## src/rtl/mips_pkg.sv

```systemverilog
// Shared core definitions: datapath width, ALU control codes and the
// multiply/divide sequencer state encoding.
package mips_pkg;

  localparam int WORD = 32;

  localparam logic [3:0] ALU_MULT = 4'b1111;
  localparam logic [3:0] ALU_DIV  = 4'b1110;
  localparam logic [3:0] ALU_MFHI = 4'b1010;
  localparam logic [3:0] ALU_MFLO = 4'b1011;

  typedef enum logic [1:0] {
    IDLE = 2'd0,
    RUN  = 2'd1,
    FIX  = 2'd2
  } md_state_t;

  // Two's-complement magnitude; 0x80000000 maps to itself, read as unsigned.
  function automatic logic [WORD-1:0] abs_w(input logic [WORD-1:0] v);
    return v[WORD-1] ? -v : v;
  endfunction

endpackage

```

## src/rtl/muldiv_seq_if.sv

```systemverilog
// EX-stage bundle between the pipeline core and the multiply/divide sequencer.
interface muldiv_seq_if;
  import mips_pkg::*;

  logic            AnyStall;
  logic            Mult_EX;
  logic            Div_EX;
  logic            MfHi_EX;
  logic            MfLo_EX;
  logic            MtHi_EX;
  logic            MtLo_EX;
  logic [WORD-1:0] SrcA_EX;
  logic [WORD-1:0] SrcB_EX;
  logic            Stall_EX;
  logic [WORD-1:0] HiLo_EX;
  logic [WORD-1:0] Hi;
  logic [WORD-1:0] Lo;
  logic            Done;

  modport master (
    output AnyStall, Mult_EX, Div_EX, MfHi_EX, MfLo_EX, MtHi_EX, MtLo_EX,
           SrcA_EX, SrcB_EX,
    input  Stall_EX, HiLo_EX, Hi, Lo, Done
  );

  modport slave (
    input  AnyStall, Mult_EX, Div_EX, MfHi_EX, MfLo_EX, MtHi_EX, MtLo_EX,
           SrcA_EX, SrcB_EX,
    output Stall_EX, HiLo_EX, Hi, Lo, Done
  );

endinterface

```

## src/rtl/muldiv_iter.sv

```systemverilog
// 64-bit accumulator with one shift-add (multiply) or restoring-subtract
// (divide) step per cycle on unsigned magnitudes.
module muldiv_iter
  import mips_pkg::*;
(
  input  logic              clk,
  input  logic              flush,
  input  logic              load,
  input  logic              step,
  input  logic              op_div,
  input  logic [WORD-1:0]   load_lo,
  input  logic [WORD-1:0]   operand,
  output logic [2*WORD-1:0] acc
);

  logic [WORD:0]     sum;
  logic [WORD:0]     trial;
  logic [2*WORD-1:0] shl;
  logic [2*WORD-1:0] next_acc;

  // Multiply keeps the multiplier in the low half and the carry of the add
  // shifts into the product; divide keeps {rem, quo}.
  always_comb begin
    sum   = {1'b0, acc[2*WORD-1:WORD]} + (acc[0] ? {1'b0, operand} : {(WORD+1){1'b0}});
    shl   = {acc[2*WORD-2:0], 1'b0};
    trial = {1'b0, shl[2*WORD-1:WORD]} - {1'b0, operand};
    if (op_div) begin
      next_acc = trial[WORD] ? shl : {trial[WORD-1:0], shl[WORD-1:1], 1'b1};
    end else begin
      next_acc = {sum, acc[WORD-1:1]};
    end
  end

  always_ff @(posedge clk) begin
    if (flush) begin
      acc <= '0;
    end else if (load) begin
      acc <= {{WORD{1'b0}}, load_lo};
    end else if (step) begin
      acc <= next_acc;
    end
  end

endmodule

```

## src/rtl/muldiv_seq.sv

```systemverilog
// Multiply/divide sequencer and HI/LO owner beside the EX-stage ALU.
//   state | meaning
//   IDLE  | no op in flight; accepts MULT/DIV and MTHI/MTLO
//   RUN   | 32 engine steps, count 31 down to 0
//   FIX   | sign correction, HI/LO write, Done next cycle
module muldiv_seq
  import mips_pkg::*;
(
  input  logic        clk,
  input  logic        flush,
  muldiv_seq_if.slave bus
);

  md_state_t         state;
  md_state_t         state_next;
  logic [4:0]        count;
  logic              s_a;
  logic              s_b;
  logic              op_div;
  logic              b_zero;
  logic [WORD-1:0]   a_raw;
  logic [WORD-1:0]   operand;
  logic [WORD-1:0]   hi;
  logic [WORD-1:0]   lo;
  logic              done;
  logic [2*WORD-1:0] acc;

  logic              accept;
  logic              step;
  logic              stall;
  logic              mt_hi_we;
  logic              mt_lo_we;
  logic [2*WORD-1:0] prod_fix;
  logic [WORD-1:0]   fix_hi;
  logic [WORD-1:0]   fix_lo;
  logic [WORD-1:0]   load_lo;

  always_ff @(posedge clk) begin
    if (flush) begin
      state <= IDLE;
    end else begin
      state <= state_next;
    end
  end

  always_comb begin
    state_next = state;
    case (state)
      IDLE:    if (accept) state_next = RUN;
      RUN:     if (count == 5'd0) state_next = FIX;
      FIX:     state_next = IDLE;
      default: state_next = IDLE;
    endcase
  end

  // Stall never looks at AnyStall, which itself contains Stall_EX.
  always_comb begin
    accept   = (state == IDLE) && (bus.Mult_EX || bus.Div_EX) && !bus.AnyStall;
    mt_hi_we = (state == IDLE) && bus.MtHi_EX && !bus.AnyStall;
    mt_lo_we = (state == IDLE) && bus.MtLo_EX && !bus.AnyStall;
    step     = (state == RUN);
    stall    = (state != IDLE) && (bus.Mult_EX || bus.Div_EX || bus.MfHi_EX ||
                                   bus.MfLo_EX || bus.MtHi_EX || bus.MtLo_EX);
  end

  assign load_lo = bus.Div_EX ? abs_w(bus.SrcA_EX) : abs_w(bus.SrcB_EX);

  muldiv_iter u_iter (
    .clk     (clk),
    .flush   (flush),
    .load    (accept),
    .step    (step),
    .op_div  (op_div),
    .load_lo (load_lo),
    .operand (operand),
    .acc     (acc)
  );

  // Divide by zero bypasses sign fixing and returns the raw dividend in HI.
  always_comb begin
    prod_fix = (s_a ^ s_b) ? -acc : acc;
    fix_hi   = prod_fix[2*WORD-1:WORD];
    fix_lo   = prod_fix[WORD-1:0];
    if (op_div) begin
      if (b_zero) begin
        fix_hi = a_raw;
        fix_lo = '1;
      end else begin
        fix_lo = (s_a ^ s_b) ? -acc[WORD-1:0] : acc[WORD-1:0];
        fix_hi = s_a ? -acc[2*WORD-1:WORD] : acc[2*WORD-1:WORD];
      end
    end
  end

  always_ff @(posedge clk) begin
    if (flush) begin
      count <= '0;
      hi    <= '0;
      lo    <= '0;
      done  <= 1'b0;
    end else begin
      done <= (state == FIX);
      if (accept) begin
        count   <= 5'd31;
        s_a     <= bus.SrcA_EX[WORD-1];
        s_b     <= bus.SrcB_EX[WORD-1];
        op_div  <= bus.Div_EX;
        b_zero  <= (bus.SrcB_EX == '0);
        a_raw   <= bus.SrcA_EX;
        operand <= bus.Div_EX ? abs_w(bus.SrcB_EX) : abs_w(bus.SrcA_EX);
      end else if (step && count != 5'd0) begin
        count <= count - 5'd1;
      end
      if (state == FIX) begin
        hi <= fix_hi;
        lo <= fix_lo;
      end else begin
        if (mt_hi_we) hi <= bus.SrcA_EX;
        if (mt_lo_we) lo <= bus.SrcA_EX;
      end
    end
  end

  assign bus.Stall_EX = stall;
  assign bus.HiLo_EX  = bus.MfHi_EX ? hi : lo;
  assign bus.Hi       = hi;
  assign bus.Lo       = lo;
  assign bus.Done     = done;

endmodule
```

## src/flat_wrapper.sv

```systemverilog
// flat-port wrapper written by rule: the top's interface ports become plain ports
module muldiv_seq_flat import mips_pkg::*;
  (clk, flush, bus_AnyStall, bus_Mult_EX, bus_Div_EX, bus_MfHi_EX, bus_MfLo_EX, bus_MtHi_EX, bus_MtLo_EX, bus_SrcA_EX, bus_SrcB_EX, bus_Stall_EX, bus_HiLo_EX, bus_Hi, bus_Lo, bus_Done);
  muldiv_seq_if bus_i ();
  input  logic clk;
  input  logic flush;
  input wire logic [$bits(bus_i.AnyStall)-1:0] bus_AnyStall;
  input wire logic [$bits(bus_i.Mult_EX)-1:0] bus_Mult_EX;
  input wire logic [$bits(bus_i.Div_EX)-1:0] bus_Div_EX;
  input wire logic [$bits(bus_i.MfHi_EX)-1:0] bus_MfHi_EX;
  input wire logic [$bits(bus_i.MfLo_EX)-1:0] bus_MfLo_EX;
  input wire logic [$bits(bus_i.MtHi_EX)-1:0] bus_MtHi_EX;
  input wire logic [$bits(bus_i.MtLo_EX)-1:0] bus_MtLo_EX;
  input wire logic [$bits(bus_i.SrcA_EX)-1:0] bus_SrcA_EX;
  input wire logic [$bits(bus_i.SrcB_EX)-1:0] bus_SrcB_EX;
  output wire logic [$bits(bus_i.Stall_EX)-1:0] bus_Stall_EX;
  output wire logic [$bits(bus_i.HiLo_EX)-1:0] bus_HiLo_EX;
  output wire logic [$bits(bus_i.Hi)-1:0] bus_Hi;
  output wire logic [$bits(bus_i.Lo)-1:0] bus_Lo;
  output wire logic [$bits(bus_i.Done)-1:0] bus_Done;
  assign bus_i.AnyStall = bus_AnyStall;
  assign bus_i.Mult_EX = bus_Mult_EX;
  assign bus_i.Div_EX = bus_Div_EX;
  assign bus_i.MfHi_EX = bus_MfHi_EX;
  assign bus_i.MfLo_EX = bus_MfLo_EX;
  assign bus_i.MtHi_EX = bus_MtHi_EX;
  assign bus_i.MtLo_EX = bus_MtLo_EX;
  assign bus_i.SrcA_EX = bus_SrcA_EX;
  assign bus_i.SrcB_EX = bus_SrcB_EX;
  assign bus_Stall_EX = bus_i.Stall_EX;
  assign bus_HiLo_EX = bus_i.HiLo_EX;
  assign bus_Hi = bus_i.Hi;
  assign bus_Lo = bus_i.Lo;
  assign bus_Done = bus_i.Done;
  muldiv_seq u_core (.clk(clk), .flush(flush), .bus(bus_i));
endmodule
```

## config.mk

```make
export PLATFORM = sky130hd
export DESIGN_NAME = muldiv_seq_flat
export DESIGN_NICKNAME = d
export VERILOG_FILES = /design/src/rtl/mips_pkg.sv /design/src/rtl/muldiv_seq_if.sv /design/src/rtl/muldiv_iter.sv /design/src/rtl/muldiv_seq.sv /design/src/flat_wrapper.sv
export SDC_FILE = /design/constraint.sdc
export NUM_CORES = 1
export LEC_CHECK = 0
export BUFFER_PORTS_ARGS = -buffer_cell sky130_fd_sc_hd__buf_2
export CAP_MARGIN = 20
export CORE_AREA = 2 2 179 181
export CTS_BUF_LIST = sky130_fd_sc_hd__clkbuf_4
export CTS_CLUSTER_SIZE = 24
export DETAILED_ROUTE_END_ITERATION = 7
export DIE_AREA = 0 0 181 183
export PLACE_DENSITY = 0.74
export SETUP_SLACK_MARGIN = 0.1
export SYNTH_ARGS = -nofsm -noshare
export SYNTH_HDL_FRONTEND = slang
export SYNTH_SLANG_ARGS = --single-unit
```

## constraint.sdc

```tcl
create_clock -name clk -period 4.65 [get_ports clk]
set_clock_uncertainty 0.1 [all_clocks]
set_input_delay 0.465 -clock clk [delete_from_list [all_inputs] [get_ports clk]]
set_output_delay 0.465 -clock clk [all_outputs]
set_load 0.005 [all_outputs]
```

==> results by group <==
Layout
  – Layout area overhead: 14.2%
  – Filler cells: 2890
  – Ratio of cells with drive above 1 in the final layout: 16.3%
  – Nets: 2496
  – Core Util, Final: 61.7%
  – Post-Layout Inst Area: 19300 sq um

Routing
  – Vias: 18600
  – Detail Route Antenna Nets: 0
  – DR vias/cell: 6.64
  – Drt pass-1 iters: 6
  – Total wire length: 69.6 mm
  – First DRT Iteration DRCs: 2559
  – Drc violations: 0
  – Drt wl/cell: 24.8 microns

Synthesis
  – Area share of the leading cell type in the synthesized netlist: 16.1%
  – Main flop type after synthesis: dfxtp_1
  – Post-Synthesis Cells: 2188
  – Mapped Area: 16900 sq um
  – Syn Nets: 2333
  – Yosys top cell by area: dfxtp_1
  – Largest cells by area after synthesis: dfxtp_1 16%, edfxtp_1 12%, a21oi_1 7.2%, o21ai_0 5.5%, ha_1 5.2%
  – Async S/R FF share, synth: 0%
  – Syn Area/Cell: 7.71 sq um
  – Post-synthesis sequential area ratio: 28.1%
  – Synth cell count leaders: 242 x a21oi_1, 215 x nor2_1, 184 x o21ai_0, 180 x nand2_1, 136 x dfxtp_1
  – Most frequent cell after synthesis: a21oi_1
  – Netlist cell types: 86
  – Flops & latches, synth: 203
  – Number of enable flip-flop cells after synthesis: 67
  – Syn. warnings: 0

Run
  – Max-cap violation count: 0

Global route
  – GRT Util Overall: 41.0%
  – Most used routing layer: met2
  – Met1 usage: 53.2%
  – Vias in the first global route: 17200
  – GR Overflow Total: 0
  – M3 GR Usage: 9.71%
  – Global-route wire length before repair: 103 mm
  – Met2 Usage GRT: 63.3%
  – Initial antenna violation count: 3
  – Pin count of the biggest net entering global routing: 89

CTS
  – H-tree levels: 2
  – Post-CTS Setup Inserts: 0
  – Clock transition at the registers of the reported paths: 80 ps
  – Clock Tree Root: clkbuf_4
  – Clock latency on the worst-skew pair: 820 ps
  – Hold buffers post-CTS: 46
  – Clock Tree Buf Depth: 3
  – Post-cts gate resize count: 0
  – CTS Sinks: 203
  – CTS buffer count: 57
  – CTS tree: done

Worst setup path
  – CP Cell Sequence: inv_1, fa_1, nand2b_1, a21oi_1, o21ai_0, o41ai_1, nor2_1, a21oi_4, buf_12, mux2_2, a21oi_1, a211oi_1
  – CP peak stage delay: 580 ps
  – Arr. time, crit path: 4700 ps
  – Worst setup EP type: flop
  – Worst r2r path cells: 12
  – Worst setup endpoint: u_core.u_iter.acc[36]
  – Crit path kind: reg2reg
  – Reg2reg end: u_core.u_iter.acc[36]
  – R2r setup slk: 500 ps
  – Crit-path slowest cell: o41ai_1
  – Nature of the critical path startpoint: flop
  – Worst path required time: 5200 ps
  – Worst reg2reg path startpoint: u_core.u_iter.acc[32]
  – Setup crit start: u_core.u_iter.acc[32]
  – CP dominant cell by count: a21oi_1
  – Worst-path maximum fanout: 32

Place
  – Final GP Congestion: 1.04
  – Post-DP HPWL: 51.7 mm
  – Placement Cell Area: 18000 sq um
  – Setup WS pre-CTS: 669 ps
  – PortBufs: 170

STA
  – Final min period: 4150 ps
  – Period utilisation layout: 89.2%
  – Fmax: 241 MHz
  – RSZ-0062 raised after global routing: false
  – Final Max Tran Viols: 0
  – Worst Tran Pin Value: 1080 ps
  – Hold slack: 24.7 ps
  – TNS Setup: 0 ps
  – Slew margin rel.: 27.9%
  – Final hold vios: 0
  – Final worst slack: 502 ps
  – Final setup fails: 0

Die
  – Cell Rows: 65
  – Initial Utilization: 54.0%
  – Core Region: 31200 sq um
  – IO Count: 171
  – Die height: 183 microns
  – Die area: 33100 sq um
  – Die width: 181 microns

Power and ir drop
  – Leakage power: 8.06 nW
  – Cell Pwr Density: 304 nW/um^2
  – Max rail drop VDD: 0.266 mV

Run status
  – Outcome: finished clean

Worst hold path
  – Hold Crit Class: in2reg
-- cell type report --
type                    count  area, sq um  area share, %
multi-input cells        1749        11300           58.4
flip-flops and latches    203         4730           24.6
repair buffers            269         1720           8.95
clock buffers              88          661           3.43
well taps                 402          503           2.61
inverters                  71          267           1.38
clock inverters            20          110          0.572
diodes                      4         10.0         0.0520
-- worst max-delay path, delay by kind of cell (launching register included) --
kind | cells | cell delay [ps]
flip-flops | 1 | 540
adder cells (fa/ha/maj) | 1 | 470
AND/OR/NAND/NOR | 2 | 360
AO/OA/AOI/OAI | 6 | 1720
buffers and inverters | 2 | 390
multiplexers | 1 | 360
-- cell usage in the layout, fill, tap and decap left out, drive strengths merged, types with 70 or more instances in the layout --
| cell type | n |
|---|---|
| a21oi | 243 |
| buf | 223 |
| clkbuf | 88 |
| dfxtp | 136 |
| ha | 70 |
| nand2 | 183 |
| nor2 | 215 |
| o21ai | 187 |
| xnor2 | 82 |
| xor2 | 85 |
-- per-layer routing --
layer  part of all wire (%)  up-vias
li1                       -     8419
met1                     39     8778
met2                     43     1195
met3                     11      242
met4                    6.1        2
met5                  0.019        -
-- through the flow --
| step | std cells | total power (W) |
|---|---|---|
| final | 2806 | 0.00585 |
| after global routing | 2804 | 0.00610 |
| after CTS | 2802 | 0.00578 |
| after detailed placement | 2648 | 0.00399 |
| after global placement | 2648 | 0.00397 |
| after floorplan | 2188 | 0.00333 |
-- power by group --
part           switching, W  internal, W  total, W
clock              0.000870     0.000918   0.00179
sequential         0.000190      0.00197   0.00216
combinational       0.00121     0.000697   0.00190
total               0.00227      0.00358   0.00585
-- worst min-delay path by stage --
stage,start,endpoint,cells after the start
6_report,bus_SrcB_EX[7],u_core.operand[7],3
2_1_floorplan,u_core.bus.Hi[11],u_core.bus.Hi[11],2
5_1_grt,bus_SrcB_EX[26],u_core.operand[26],3
3_5_place_dp,u_core.bus.Hi[11],u_core.bus.Hi[11],2
4_1_cts,bus_SrcB_EX[7],u_core.operand[7],3
3_3_place_gp,u_core.bus.Hi[11],u_core.bus.Hi[11],2
-- logic make-up after synthesis --
| family | after synthesis | share of synthesized area (%) |
|---|---|---|
| AOI/OAI and AO/OA | 775 | 28.7 |
| and+or+nand+nor | 652 | 18.5 |
| buffers and inverters | 236 | 5.49 |
| DFF | 203 | 28.1 |
| xor gates and xnor gates | 167 | 8.67 |
| muxes | 83 | 5.20 |
| adders and majority gates | 72 | 5.43 |
-- flip-flops by register name, indices dropped and copies added, names as in the netlist, 2 cells and up --
signal and cells:
u_core.state 2, u_core.bus.Lo 32, u_core.u_iter.acc 64, u_core.operand 32
u_core.a_raw 32, u_core.bus.Hi 32, u_core.count 5
Power figures use the tool's default switching activity.
